$ cat src/rtl/matmul_tile_scheduler.sv
// matmul_tile_scheduler
// Walks an M x N grid of output tiles, each accumulated over K chunks, and
// drives one invocation of the 16x16 composed systolic matmul per chunk.
// Each step issues pe_reset (on the first chunk of a tile), then holds
// start_mat_mul high until done_mat_mul, then waits for done to fall.
//
// Ports:
//   clk, resetn          clock, asynchronous active-low reset
//   start                host start, honoured only while idle
//   cfg_tiles_m/n/k      tile counts (zero in any -> cfg_err)
//   cfg_base_a/b/c       base addresses of the A, B and C operands
//   cfg_step_*           per-tile address increments
//   cfg_stride_a/b/c     strides passed through to the matmul
//   cfg_last_*_mask      validity masks applied on edge tiles
//   busy, done, cfg_err  job status
//   mm_*                 interface to the composed matmul instance
module matmul_tile_scheduler #(
  parameter int unsigned AWIDTH            = 10,
  parameter int unsigned ADDR_STRIDE_WIDTH = 8,
  parameter int unsigned MASK_WIDTH        = 16,
  parameter int unsigned CNT_WIDTH         = 8
) (
  input  logic                         clk,
  input  logic                         resetn,
  input  logic                         start,
  input  logic [CNT_WIDTH-1:0]         cfg_tiles_m,
  input  logic [CNT_WIDTH-1:0]         cfg_tiles_n,
  input  logic [CNT_WIDTH-1:0]         cfg_tiles_k,
  input  logic [AWIDTH-1:0]            cfg_base_a,
  input  logic [AWIDTH-1:0]            cfg_base_b,
  input  logic [AWIDTH-1:0]            cfg_base_c,
  input  logic [AWIDTH-1:0]            cfg_step_a_m,
  input  logic [AWIDTH-1:0]            cfg_step_a_k,
  input  logic [AWIDTH-1:0]            cfg_step_b_k,
  input  logic [AWIDTH-1:0]            cfg_step_b_n,
  input  logic [AWIDTH-1:0]            cfg_step_c_m,
  input  logic [AWIDTH-1:0]            cfg_step_c_n,
  input  logic [ADDR_STRIDE_WIDTH-1:0] cfg_stride_a,
  input  logic [ADDR_STRIDE_WIDTH-1:0] cfg_stride_b,
  input  logic [ADDR_STRIDE_WIDTH-1:0] cfg_stride_c,
  input  logic [MASK_WIDTH-1:0]        cfg_last_row_mask,
  input  logic [MASK_WIDTH-1:0]        cfg_last_k_mask,
  input  logic [MASK_WIDTH-1:0]        cfg_last_col_mask,
  output logic                         busy,
  output logic                         done,
  output logic                         cfg_err,
  output logic                         mm_pe_reset,
  output logic                         mm_start,
  input  logic                         mm_done,
  output logic [AWIDTH-1:0]            mm_addr_a,
  output logic [AWIDTH-1:0]            mm_addr_b,
  output logic [AWIDTH-1:0]            mm_addr_c,
  output logic [ADDR_STRIDE_WIDTH-1:0] mm_stride_a,
  output logic [ADDR_STRIDE_WIDTH-1:0] mm_stride_b,
  output logic [ADDR_STRIDE_WIDTH-1:0] mm_stride_c,
  output logic [MASK_WIDTH-1:0]        mm_mask_a_rows,
  output logic [MASK_WIDTH-1:0]        mm_mask_a_cols_b_rows,
  output logic [MASK_WIDTH-1:0]        mm_mask_b_cols
);

  localparam logic [2:0] S_IDLE   = 3'd0;
  localparam logic [2:0] S_LOAD   = 3'd1;
  localparam logic [2:0] S_PE_RST = 3'd2;
  localparam logic [2:0] S_RUN    = 3'd3;
  localparam logic [2:0] S_DRAIN  = 3'd4;
  localparam logic [2:0] S_NEXT   = 3'd5;
  localparam logic [2:0] S_DONE   = 3'd6;

  localparam logic [CNT_WIDTH-1:0] CntOne = CNT_WIDTH'(1);

  logic [2:0]                   r_state;
  logic [CNT_WIDTH-1:0]         r_i, r_j, r_k;
  logic [CNT_WIDTH-1:0]         r_cnt_m, r_cnt_n, r_cnt_k;
  logic [AWIDTH-1:0]            r_base_b;
  logic [AWIDTH-1:0]            r_step_a_m, r_step_a_k, r_step_b_k;
  logic [AWIDTH-1:0]            r_step_b_n, r_step_c_m, r_step_c_n;
  logic [MASK_WIDTH-1:0]        r_last_row, r_last_k, r_last_col;
  logic [AWIDTH-1:0]            r_a_row_base, r_b_col_base, r_c_row_base;
  logic [AWIDTH-1:0]            r_addr_a, r_addr_b, r_addr_c;
  logic [ADDR_STRIDE_WIDTH-1:0] r_stride_a, r_stride_b, r_stride_c;
  logic [MASK_WIDTH-1:0]        r_mask_a, r_mask_ab, r_mask_b;
  logic                         r_cfg_err;

  logic                         w_zero;
  logic                         w_k_last, w_j_last, w_i_last, w_job_end;
  logic [CNT_WIDTH-1:0]         w_i_n, w_j_n, w_k_n;
  logic [CNT_WIDTH-1:0]         w_mi, w_mj, w_mk, w_cm, w_cn, w_ck;
  logic [MASK_WIDTH-1:0]        w_lrow, w_lk, w_lcol;
  logic [MASK_WIDTH-1:0]        w_mask_a_n, w_mask_ab_n, w_mask_b_n;
  logic [AWIDTH-1:0]            w_a_row_inc, w_b_col_inc, w_c_row_inc;

  assign w_zero = (cfg_tiles_m == '0) || (cfg_tiles_n == '0) || (cfg_tiles_k == '0);

  assign w_k_last = (r_k == r_cnt_k - CntOne);
  assign w_j_last = (r_j == r_cnt_n - CntOne);
  assign w_i_last = (r_i == r_cnt_m - CntOne);

  assign w_a_row_inc = r_a_row_base + r_step_a_m;
  assign w_b_col_inc = r_b_col_base + r_step_b_n;
  assign w_c_row_inc = r_c_row_base + r_step_c_m;

  // Loop nest advance, k innermost.
  always_comb begin
    w_i_n     = r_i;
    w_j_n     = r_j;
    w_k_n     = r_k;
    w_job_end = 1'b0;
    if (!w_k_last) begin
      w_k_n = r_k + CntOne;
    end else begin
      w_k_n = '0;
      if (!w_j_last) begin
        w_j_n = r_j + CntOne;
      end else begin
        w_j_n = '0;
        if (!w_i_last) begin
          w_i_n = r_i + CntOne;
        end else begin
          w_job_end = 1'b1;
        end
      end
    end
  end

  // Masks for the step about to be issued: from the live cfg in LOAD (indices all zero),
  // from the captured cfg and the advanced indices in NEXT.
  always_comb begin
    if (r_state == S_LOAD) begin
      w_mi   = '0;
      w_mj   = '0;
      w_mk   = '0;
      w_cm   = cfg_tiles_m;
      w_cn   = cfg_tiles_n;
      w_ck   = cfg_tiles_k;
      w_lrow = cfg_last_row_mask;
      w_lk   = cfg_last_k_mask;
      w_lcol = cfg_last_col_mask;
    end else begin
      w_mi   = w_i_n;
      w_mj   = w_j_n;
      w_mk   = w_k_n;
      w_cm   = r_cnt_m;
      w_cn   = r_cnt_n;
      w_ck   = r_cnt_k;
      w_lrow = r_last_row;
      w_lk   = r_last_k;
      w_lcol = r_last_col;
    end
    w_mask_a_n  = (w_mi == w_cm - CntOne) ? w_lrow : '1;
    w_mask_ab_n = (w_mk == w_ck - CntOne) ? w_lk   : '1;
    w_mask_b_n  = (w_mj == w_cn - CntOne) ? w_lcol : '1;
  end

  always_ff @(posedge clk or negedge resetn) begin
    if (!resetn) begin
      r_state      <= S_IDLE;
      r_i          <= '0;
      r_j          <= '0;
      r_k          <= '0;
      r_cnt_m      <= '0;
      r_cnt_n      <= '0;
      r_cnt_k      <= '0;
      r_base_b     <= '0;
      r_step_a_m   <= '0;
      r_step_a_k   <= '0;
      r_step_b_k   <= '0;
      r_step_b_n   <= '0;
      r_step_c_m   <= '0;
      r_step_c_n   <= '0;
      r_last_row   <= '0;
      r_last_k     <= '0;
      r_last_col   <= '0;
      r_a_row_base <= '0;
      r_b_col_base <= '0;
      r_c_row_base <= '0;
      r_addr_a     <= '0;
      r_addr_b     <= '0;
      r_addr_c     <= '0;
      r_stride_a   <= '0;
      r_stride_b   <= '0;
      r_stride_c   <= '0;
      r_mask_a     <= '0;
      r_mask_ab    <= '0;
      r_mask_b     <= '0;
      r_cfg_err    <= 1'b0;
    end else begin
      case (r_state)
        S_IDLE: begin
          if (start) r_state <= S_LOAD;
        end
        S_LOAD: begin
          r_cnt_m    <= cfg_tiles_m;
          r_cnt_n    <= cfg_tiles_n;
          r_cnt_k    <= cfg_tiles_k;
          r_base_b   <= cfg_base_b;
          r_step_a_m <= cfg_step_a_m;
          r_step_a_k <= cfg_step_a_k;
          r_step_b_k <= cfg_step_b_k;
          r_step_b_n <= cfg_step_b_n;
          r_step_c_m <= cfg_step_c_m;
          r_step_c_n <= cfg_step_c_n;
          r_last_row <= cfg_last_row_mask;
          r_last_k   <= cfg_last_k_mask;
          r_last_col <= cfg_last_col_mask;
          r_stride_a <= cfg_stride_a;
          r_stride_b <= cfg_stride_b;
          r_stride_c <= cfg_stride_c;
          r_cfg_err  <= w_zero;
          if (w_zero) begin
            r_state <= S_DONE;
          end else begin
            r_i          <= '0;
            r_j          <= '0;
            r_k          <= '0;
            r_a_row_base <= cfg_base_a;
            r_b_col_base <= cfg_base_b;
            r_c_row_base <= cfg_base_c;
            r_addr_a     <= cfg_base_a;
            r_addr_b     <= cfg_base_b;
            r_addr_c     <= cfg_base_c;
            r_mask_a     <= w_mask_a_n;
            r_mask_ab    <= w_mask_ab_n;
            r_mask_b     <= w_mask_b_n;
            r_state      <= S_PE_RST;
          end
        end
        S_PE_RST: r_state <= S_RUN;
        S_RUN: begin
          if (mm_done) r_state <= S_DRAIN;
        end
        S_DRAIN: begin
          if (!mm_done) r_state <= S_NEXT;
        end
        S_NEXT: begin
          if (w_job_end) begin
            r_state <= S_DONE;
          end else begin
            r_i       <= w_i_n;
            r_j       <= w_j_n;
            r_k       <= w_k_n;
            r_mask_a  <= w_mask_a_n;
            r_mask_ab <= w_mask_ab_n;
            r_mask_b  <= w_mask_b_n;
            if (!w_k_last) begin
              r_addr_a <= r_addr_a + r_step_a_k;
              r_addr_b <= r_addr_b + r_step_b_k;
            end else if (!w_j_last) begin
              // Next column tile: A rewinds to its row base, B moves to the next column.
              r_addr_a     <= r_a_row_base;
              r_b_col_base <= w_b_col_inc;
              r_addr_b     <= w_b_col_inc;
              r_addr_c     <= r_addr_c + r_step_c_n;
            end else begin
              // Next row tile: B rewinds to its base, A and C move down one row.
              r_a_row_base <= w_a_row_inc;
              r_addr_a     <= w_a_row_inc;
              r_b_col_base <= r_base_b;
              r_addr_b     <= r_base_b;
              r_c_row_base <= w_c_row_inc;
              r_addr_c     <= w_c_row_inc;
            end
            r_state <= S_PE_RST;
          end
        end
        S_DONE:  r_state <= S_IDLE;
        default: r_state <= S_IDLE;
      endcase
    end
  end

  // Control strobes decode straight from the state register so an async reset drops them.
  assign busy        = (r_state != S_IDLE);
  assign done        = (r_state == S_DONE);
  assign mm_start    = (r_state == S_RUN);
  assign mm_pe_reset = (r_state == S_PE_RST) && (r_k == '0);
  assign cfg_err     = r_cfg_err;

  assign mm_addr_a             = r_addr_a;
  assign mm_addr_b             = r_addr_b;
  assign mm_addr_c             = r_addr_c;
  assign mm_stride_a           = r_stride_a;
  assign mm_stride_b           = r_stride_b;
  assign mm_stride_c           = r_stride_c;
  assign mm_mask_a_rows        = r_mask_a;
  assign mm_mask_a_cols_b_rows = r_mask_ab;
  assign mm_mask_b_cols        = r_mask_b;

endmodule

$ cat config.mk
export PLATFORM = sky130hd
export DESIGN_NAME = matmul_tile_scheduler
export DESIGN_NICKNAME = d
export VERILOG_FILES = /design/src/rtl/matmul_tile_scheduler.sv
export SDC_FILE = /design/constraint.sdc
export NUM_CORES = 1
export LEC_CHECK = 0
export ABC_AREA = 0
export CORE_ASPECT_RATIO = 1.5
export CORE_MARGIN = 2
export CORE_UTILIZATION = 50
export CTS_BUF_LIST = sky130_fd_sc_hd__clkbuf_4 sky130_fd_sc_hd__clkbuf_8
export DETAILED_ROUTE_END_ITERATION = 8
export PLACE_DENSITY = 0.76
export SETUP_SLACK_MARGIN = 0.05
export SYNTH_ARGS = -nofsm -noshare
export SYNTH_HDL_FRONTEND = slang
export SYNTH_SLANG_ARGS = --single-unit
$ cat constraint.sdc
create_clock -name clk -period 12.1 [get_ports clk]
set_clock_uncertainty 0.2 [all_clocks]
set_input_delay 1.815 -clock clk [delete_from_list [all_inputs] [get_ports clk]]
set_output_delay 1.815 -clock clk [all_outputs]
set_load 0.01 [all_outputs]
== Word level (Yosys, flattened, before mapping) ==
Index checks and enable logic that the tools add are counted.
W data, S select, Z words.

* Input bits: 190
* Logic and storage cells: 146
* Output and inout bits: 107
* Bits in registers: 302

* Multiplexer cells: 68
* Equal/unequal tests: 19
* Reductions and logical operators: 14
* $add $sub $neg: 15

{| class="wikitable"
|+ Operators by type and width
! cell !! count
|-
| $mux W16 || 12
|-
| $mux W10 || 19
|-
| $mux W8 || 16
|-
| $pmux W10 S2 || 6
|-
| $pmux W16 S2 || 3
|-
| $add A10 B10 Y10 || 6
|-
| $eq A8 B8 Y1 || 6
|-
| $pmux W8 S2 || 3
|-
| $sub A8 B1 Y8 const B || 6
|-
| $logic_not A8 Y1 || 4
|-
| $add A8 B1 Y8 const B || 3
|-
| $pmux W3 S6 || 1
|-
| $mux W3 || 5
|-
| $ne A2 B2 Y1 const B || 6
|-
| $eq A3 B3 Y1 const B || 3
|-
| $eq A3 B2 Y1 const B || 2
|-
| $reduce_and A3 Y1 || 2
|-
| $reduce_and A5 Y1 || 1
|-
| $reduce_and A4 Y1 || 1
|-
| $eq A3 B1 Y1 const B || 1
|-
| $logic_not A3 Y1 || 1
|-
| $mux W1 || 3
|-
| $reduce_bool A3 Y1 || 1
|-
| $logic_or A1 B1 Y1 || 2
|-
| 3 further kinds || 3
|}

== Logic depth before layout (Yosys ltp) ==
Gate-level depths: netlist of run 1.

* Depth after elaboration: 10
* Mapped depth: 25
* Mapped depth without buffers: 14

== Least setup slack after synthesis of run 1 ==
OpenSTA, ideal clock, no wires.

* Kind: register -> register
* Start point: reg r_state[0]
* End point: reg r_mask_a[10] (netlist: mm_mask_a_rows[10])
* Stages on the path, launching flop included: 26
* Data required time: 11779 ps
* Library setup time: 121 ps
* Period minus slack after synthesis: 5710 ps
* Arrival time: 5389 ps
* Setup slack: 6390 ps
* Buffers on the path: 11
* Cell sequence: dfrtp_1 > buf_2 > nor3b_1 > buf_2 > buf_2 > clkbuf_1 > clkbuf_1 > clkbuf_1 > clkbuf_1 > clkbuf_1 > nor2_1 > a21oi_1 > ha_1 > clkbuf_1 > nor3b_1 > xnor2_1 > a22oi_1 > a22oi_1 > o211ai_1 > or3_1 > o221ai_1 > nand4_1 > or4_1 > buf_2 > buf_6 > o22a_1

* Word-level cells in the longest chain between the ends: 7
* Elaborated cells between the ends (all ways): 15
* Classes of those cells: 1 x add/sub; 5 x eq/ne; 7 x mux; 2 x reduce/logical

{| class="wikitable"
|+ RTL lines
! element !! line !! source
|-
| start, declared || 71 || <nowiki>logic [2:0] r_state;</nowiki>
|-
| start signal, assigned || 156 || <nowiki>r_state <= S_IDLE;</nowiki>
|-
| start signal, assigned || 189 || <nowiki>if (start) r_state <= S_LOAD;</nowiki>
|-
| start signal, assigned || 210 || <nowiki>r_state <= S_DONE;</nowiki>
|-
| $eq A3 B1 Y1 || 128, 187 ||
|-
| $mux W8 || 128 || <nowiki>if (r_state == S_LOAD) begin</nowiki>
|-
| $sub A8 B1 Y8 || 149 || <nowiki>w_mask_a_n = (w_mi == w_cm - CntOne) ? w_lrow : '1;</nowiki>
|-
| $eq A8 B8 Y1 || 149 ||
|-
| $mux W16 || 149 ||
|-
| $mux W16 (on tied branches) || 235, 209 ||
|-
| $pmux W16 S2 || 187 || <nowiki>case (r_state)</nowiki>
|-
| end signal, assigned || 221 || <nowiki>r_mask_a <= w_mask_a_n;</nowiki>
|-
| end signal, assigned || 241 || <nowiki>r_mask_a <= w_mask_a_n;</nowiki>
|-
| end, declared || 81 || <nowiki>logic [MASK_WIDTH-1:0] r_mask_a, r_mask_ab, r_mask_b;</nowiki>
|}

Several ways; a longest one is shown, not always the timed one. The select of a mux whose other input is x is not followed.
A chain may end at the register's enable or synchronous reset.

== Worst setup path after layout of run 1 ==
* Start point: reg r_cnt_n[0]
* End point: reg r_mask_a[14] (netlist: mm_mask_a_rows[14])

* Word-level cells in the longest chain between the ends: 9
* Elaborated cells between the ends (all ways): 14
* Classes of those cells: 1 x add/sub; 3 x eq/ne; 9 x mux; 1 x reduce/logical

{| class="wikitable"
|+ RTL lines
! element !! line !! source
|-
| start, declared || 73 || <nowiki>logic [CNT_WIDTH-1:0] r_cnt_m, r_cnt_n, r_cnt_k;</nowiki>
|-
| start signal, assigned || 193 || <nowiki>r_cnt_n <= cfg_tiles_n;</nowiki>
|-
| $sub A8 B1 Y8 * || 95 || <nowiki>assign w_j_last = (r_j == r_cnt_n - CntOne);</nowiki>
|-
| $eq A8 B8 Y1 * || 95 ||
|-
| $mux W8 || 112 || <nowiki>if (!w_j_last) begin</nowiki>
|-
| $mux W8 || 108 || <nowiki>if (!w_k_last) begin</nowiki>
|-
| $mux W8 || 128 ||
|-
| $eq A8 B8 Y1 || 149 ||
|-
| $mux W16 || 149 ||
|-
| $mux W16 (on tied branches) || 235, 209 ||
|-
| $pmux W16 S2 || 187 ||
|}

Every way passes the cells marked *; elsewhere a longest branch is shown, timed or not. The select of a mux whose other input is x is not followed.

==> out/metrics.yaml, run 1 <==
placement:
  numPortBuffers: 296
  dpl.hpwl_um: 34900
  dpl_cell_area_mm2: 0.0200
  routabilityCongestion: 0.905
  dp_cells: 2575
worst_hold_path:
  worstHoldStart: "r_last_col[5]"
  hold_path_class: "flip-flop to flip-flop"
clock_network:
  ctsRootBufferMaster: "clkbuf_8"
  clk_pin_slew_ns: 0.07
  post-cts-setup-buffers: 0
  cts.sinks: 302
  cts-resized-gates: 0
  clockBufferDepth: 3
  holdBufCountCts: 0
  cts_tree: "built"
  h-tree-depth: 2
  numCtsBuffers: 47
  clock_latency_ns: 0.60
final_layout:
  stdcell_area_mm2: 0.0211
  nets: 2464
  drive_above_1_share_pct: 5.67
  fin_cells: 2663
  area_delta_synth_final_pct: 25.3
setup_path:
  crit_path_max_incr_delay_ns: 0.92
  endpoint_kind: "flip-flop"
  crit_chain: "or4_4 -> o21ai_0 -> nor3b_1 -> a211o_1 -> a21bo_1 -> nor2_1 -> a31oi_4 -> buf_4 -> nand4_1 -> or4_1 -> o22a_1"
  reg2reg_from: "r_cnt_n[0]"
  startpoint: "r_cnt_n[0]"
  path_max_fanout: 67
  crit_type: "flip-flop to flip-flop"
  required_ns: 12.37
  arrival_ns: 5.91
  critPathLaunchType: "flip-flop"
  crit_path_top_delay_cell: "or4_1"
status:
  status: "complete, no violations"
grt:
  grt-ovfl-total: 0
  grt_max_degree: 99
  grt_usage_pct: 28.2
  grt_pass1_vias: 15600
  grt_pass1_wl_um: 79900
  antenna_found_initial: 4
synthesis:
  yosysMostFrequentCell: "nand2_1"
  synth-edff-count: 0
  synthFlopType: "dfrtp_1"
  synth_area_per_cell_um2: 8.61
  async_flop_share_pct: 100
  synth_top_area_share_pct: 44.9
  synth_area_leaders: "dfrtp_1, nand2_1, ha_1, xnor2_1, o21ai_0"
  synthTopCellsByCount: "nand2_1, dfrtp_1, o21ai_0, nor2_1, clkbuf_1"
  ys_warn_count: 0
  synth_seq_cells: 302
  postSynthCellCount: 1957
  yosysTopAreaCell: "dfrtp_1"
  syn_nets: 2217
  syn_area_mm2: 0.0168
  netlist-cell-type-count: 87
  synth-seq-area-share_pct: 44.9
power_and_ir_drop:
  powerDensity_mw_per_mm2: 275
  leakage_nw: 9.43
  ir_drop_v: 0.000133
  total_power_mw: 5.80
route:
  vias_per_cell: 5.69
  wl_per_cell_um: 18.6
  vias: 15200
  drtPass1Iterations: 5
  ant_nets: 0
  drt_iter0_drc: 892
  drc: 0
  wirelength_um: 49600
die:
  fp.dieArea_mm2: 0.0352
  dieHeight_um: 229
  num_rows: 82
  die_x_um: 154
  core_area_mm2: 0.0333
  initial_utilization_pct: 50.5
  io-pin-count: 297
sta:
  fmax_mhz: 177
  timing.setup.tns_ns: 0
  fin_crit_sh_pct: 46.7
  finalSetupViolCount: 0
  slew_headroom_pct: 16.1
  rsz0062_at_grt: "no"
  min_period_ns: 5.64
  finalHoldViolCount: 0
  max_slew.worst_pin.slew_ns: 1.25
  drv_slew: 0
flow_run:
  maxCapViolCount: 0
==> final cells by class <==
cell class / instances / area, um^2
fillers: 2845 / 12200
inverters: 61 / 229
diodes: 4 / 10.0
well taps: 420 / 526
clock inverters: 8 / 73.8
multi-input cells: 1479 / 8630
flip-flops and latches: 302 / 7560
clock buffers: 76 / 983
repair buffers: 313 / 3100
==> routing by layer <==
layer  vias up  part of all wire [%]  track usage (%)  wire length, um
li1       7197                     -                -                -
met1      7335                    38             32.8            19100
met2       488                    52             50.1            25600
met3       144                   4.8             3.98             2390
met4         0                   5.1             15.1             2530
met5         -                     0                0                0
==> cells by family after synthesis <==
kind of cell               Yosys count  share of synthesized area (%)
and+or+nand+nor                    849                           21.4
AOI/OAI and AO/OA                  419                           16.5
DFF                                302                           44.9
buffers and inverters              176                           4.09
xor gates and xnor gates           113                           5.96
adders and majority gates           71                           5.53
muxes                               27                           1.63
==> path summary, 6_finish.rpt <==
check                                endpoint  slack (ns)  depth (start not counted)
hold reg to reg                 r_last_col[5]        0.27                          2
min in group asynchronous      mm_stride_c[1]        1.04                          1
setup reg to reg           mm_mask_a_rows[14]        6.46                         11
max in group asynchronous         r_last_k[5]        8.51                          3
setup / recovery           mm_mask_a_rows[14]        6.46                         11
hold / removal                  r_last_col[5]        0.27                          2
==> through the flow <==
stage	util [%]	hold WS, ns	setup WS [ns]
after detailed placement	60.1	0.258	6.13
after floorplan	-	0.240	6.39
after global placement	60.1	0.253	6.24
after global routing	63.3	0.295	6.21
final	63.3	0.274	6.46
after CTS	63.3	0.274	6.54
==> worst max-delay path: cells and delay by family (launching register included) <==
kind	cells	cell delay, ns
buf+inv	1	0.65
simple gates	5	2.48
flops	1	0.45
compound gates	5	1.75
==> where the power goes <==
group,switching (mW),total (mW),internal [mW]
clock network,0.421,0.957,0.536
registers,0.332,1.75,1.42
logic,1.80,3.10,1.29
total,2.56,5.80,3.25
==> registers in the layout, summed over array words and instances, names as in the netlist, 10 cells and up <==
name,cells
mm_addr_a,10
mm_addr_b,10
mm_addr_c,10
mm_mask_a_cols_b_rows,16
mm_mask_a_rows,16
mm_mask_b_cols,16
r_a_row_base,10
r_b_col_base,10
r_base_b,10
r_c_row_base,10
r_last_col,16
r_last_k,16
r_last_row,16
r_step_a_k,10
r_step_a_m,10
r_step_b_k,10
r_step_b_n,10
r_step_c_m,10
r_step_c_n,10
==> cells in the final DEF (no fill, tap or decap), types with 6 or more instances in the layout <==
| cell | Yosys | layout |
|---|---|---|
| ha_1 | 64 | 64 |
| clkdlybuf4s50_1 | 0 | 295 |
| a211oi_1 | 15 | 15 |
| xor2_1 | 37 | 37 |
| a21o_1 | 24 | 24 |
| nor2_1 | 90 | 90 |
| fa_1 | 6 | 6 |
| inv_1 | 60 | 60 |
| o211ai_1 | 14 | 14 |
| nand2_1 | 582 | 581 |
| nor4_1 | 11 | 11 |
| o22a_1 | 49 | 49 |
| nand4_1 | 9 | 9 |
| xnor2_1 | 75 | 75 |
| a22oi_1 | 6 | 6 |
| and2_1 | 9 | 8 |
| buf_4 | 1 | 17 |
| and3_1 | 10 | 10 |
| nor3_1 | 37 | 37 |
| clkbuf_8 | 0 | 66 |
| nand2b_1 | 7 | 7 |
| o21ai_0 | 123 | 123 |
| o31ai_1 | 16 | 16 |
| clkbuf_4 | 0 | 10 |
| nor2b_1 | 18 | 18 |
| or4_1 | 7 | 7 |
| a31oi_1 | 29 | 28 |
| dfrtp_1 | 302 | 302 |
| or3_1 | 11 | 11 |
| nand3_1 | 32 | 32 |
| mux2i_1 | 24 | 24 |
| a21oi_1 | 68 | 68 |
Power figures use the tool's default switching activity.
==> inputs of run 2 (changes only) <==
- clock period: 12.1 -> 5.5 ns (I/O delays scaled with it)
==> out/metrics.yaml, run 2 (same netlist as run 1, synthesis figures left out) <==
grt:
  antenna_found_initial: 3
  grt_pass1_vias: 15400
  grt_pass1_wl_um: 79500
  grt_usage_pct: 28.1
  grt-ovfl-total: 0
  grt_max_degree: 143
sta:
  min_period_ns: 5.04
  finalSetupViolCount: 0
  fin_crit_sh_pct: 91.6
  finalHoldViolCount: 0
  fmax_mhz: 198
  max_slew.worst_pin.slew_ns: 1.31
  rsz0062_at_grt: "no"
  drv_slew: 0
  slew_headroom_pct: 12.5
  timing.setup.tns_ns: 0
final_layout:
  area_delta_synth_final_pct: 25.9
  utilization_pct: 63.6
  multi_input_area_mm2: 0.00863
  fin_cells: 2668
  drive_above_1_share_pct: 5.92
  final_common_cell: "nand2_1"
  fill_cells: 2813
  seq_area_mm2: 0.00756
  final_cell_mix: "nand2_1, dfrtp_1, clkdlybuf4s50_1"
  nets: 2467
route:
  ant_nets: 0
  drt_iter0_drc: 967
  wl_per_cell_um: 18.6
  drc: 0
  vias_per_cell: 5.66
  wirelength_um: 49500
  vias: 15100
  drtPass1Iterations: 5
setup_path:
  reg2reg_depth: 14
  crit_type: "flip-flop to flip-flop"
  endpoint_kind: "flip-flop"
  critPathLaunchType: "flip-flop"
  arrival_ns: 5.31
  required_ns: 5.77
  path_max_fanout: 16
flow_run:
  maxCapViolCount: 0
die:
  io-pin-count: 297
  initial_utilization_pct: 50.5
  die_x_um: 154
  fp.dieArea_mm2: 0.0352
  dieHeight_um: 229
  num_rows: 82
  core_area_mm2: 0.0333
clock_network:
  cts_tree: "built"
  clk_pin_slew_ns: 0.07
  post-cts-setup-buffers: 0
  numCtsBuffers: 47
  cts-resized-gates: 0
  cts.sinks: 302
  clockBufferDepth: 3
  h-tree-depth: 2
  clock_latency_ns: 0.60
  holdBufCountCts: 0
  ctsRootBufferMaster: "clkbuf_8"
placement:
  dpl.hpwl_um: 35200
  dp_cells: 2578
  numPortBuffers: 296
  routabilityCongestion: 0.929
power_and_ir_drop:
  ir_drop_v: 0.000314
  powerDensity_mw_per_mm2: 603
  leakage_nw: 9.49
  total_power_mw: 12.8
status:
  status: "complete, no violations"
worst_hold_path:
  hold_path_class: "primary input to async pin"
## run 2: metrics by stage
stage	instance area, um^2	hold slack (ns)	worst slack, ns
global placement	20100	0.253	0.603
CTS	21200	0.000468	0.486
detailed placement	20100	0.258	0.502
finish	21200	0.00144	0.461
global route	21200	0.0344	0.157
floorplan	16900	0.240	0.138
## run 2: report_power, final
| group | internal (mW) | total (mW) | switching (mW) |
|---|---|---|---|
| logic | 2.86 | 6.78 | 3.93 |
| registers | 3.12 | 3.84 | 0.714 |
| clock network | 1.23 | 2.17 | 0.937 |
## run 2: worst paths after layout
path                              start                  to  slack, ns
min in group clk           r_last_k[13]        r_last_k[13]       0.27
hold reg to reg            r_last_k[13]        r_last_k[13]       0.27
setup / recovery             r_state[2]   mm_mask_a_rows[6]       0.46
setup reg to reg             r_state[2]   mm_mask_a_rows[6]       0.46
max in group asynchronous        resetn  mm_mask_a_rows[13]       3.83
hold / removal                   resetn       r_step_b_n[1]      0.001
## run 2: critical path: stages (launching register included)
cell and delay (ns):
dfrtp_1 0.58, nor3b_2 0.66, nor2_1 0.08, a21oi_1 0.20, ha_1 0.35, nor3b_1 0.27, xnor2_1 0.26, a22oi_1 0.18
a32o_1 0.27, a31oi_1 0.14, nand4_1 0.11, o221ai_1 0.26, nand4_1 0.15, or4_1 0.90, o22a_1 0.31
## run 2: layout make-up
class,instances,area share (%)
Clock buffer,71,4.40
Inverter,61,1.08
Sequential cell,302,35.6
Timing Repair Buffer,316,14.9
Multi-Input combinational cell,1479,40.7
Tap cell,420,2.48
Antenna cell,3,0.0354
Clock inverter,16,0.785
## run 2: per-layer routing
layer / part of all wire, % / track usage (%) / wire length [um] / vias to the layer above
met2: 52 / 50.3 / 25600 / 435
met4: 5.5 / 15.7 / 2740 / 0
met5: 0 / 0 / 0 / -
met3: 4.4 / 3.81 / 2160 / 149
li1: - / - / - / 7207
met1: 38 / 32.2 / 19000 / 7304
==> inputs of run 3 (changes only) <==
- TNS_END_PERCENT: unset -> 5
==> results of run 3 <==
The final DEF is identical to that of run 2; final timing and power are the same.
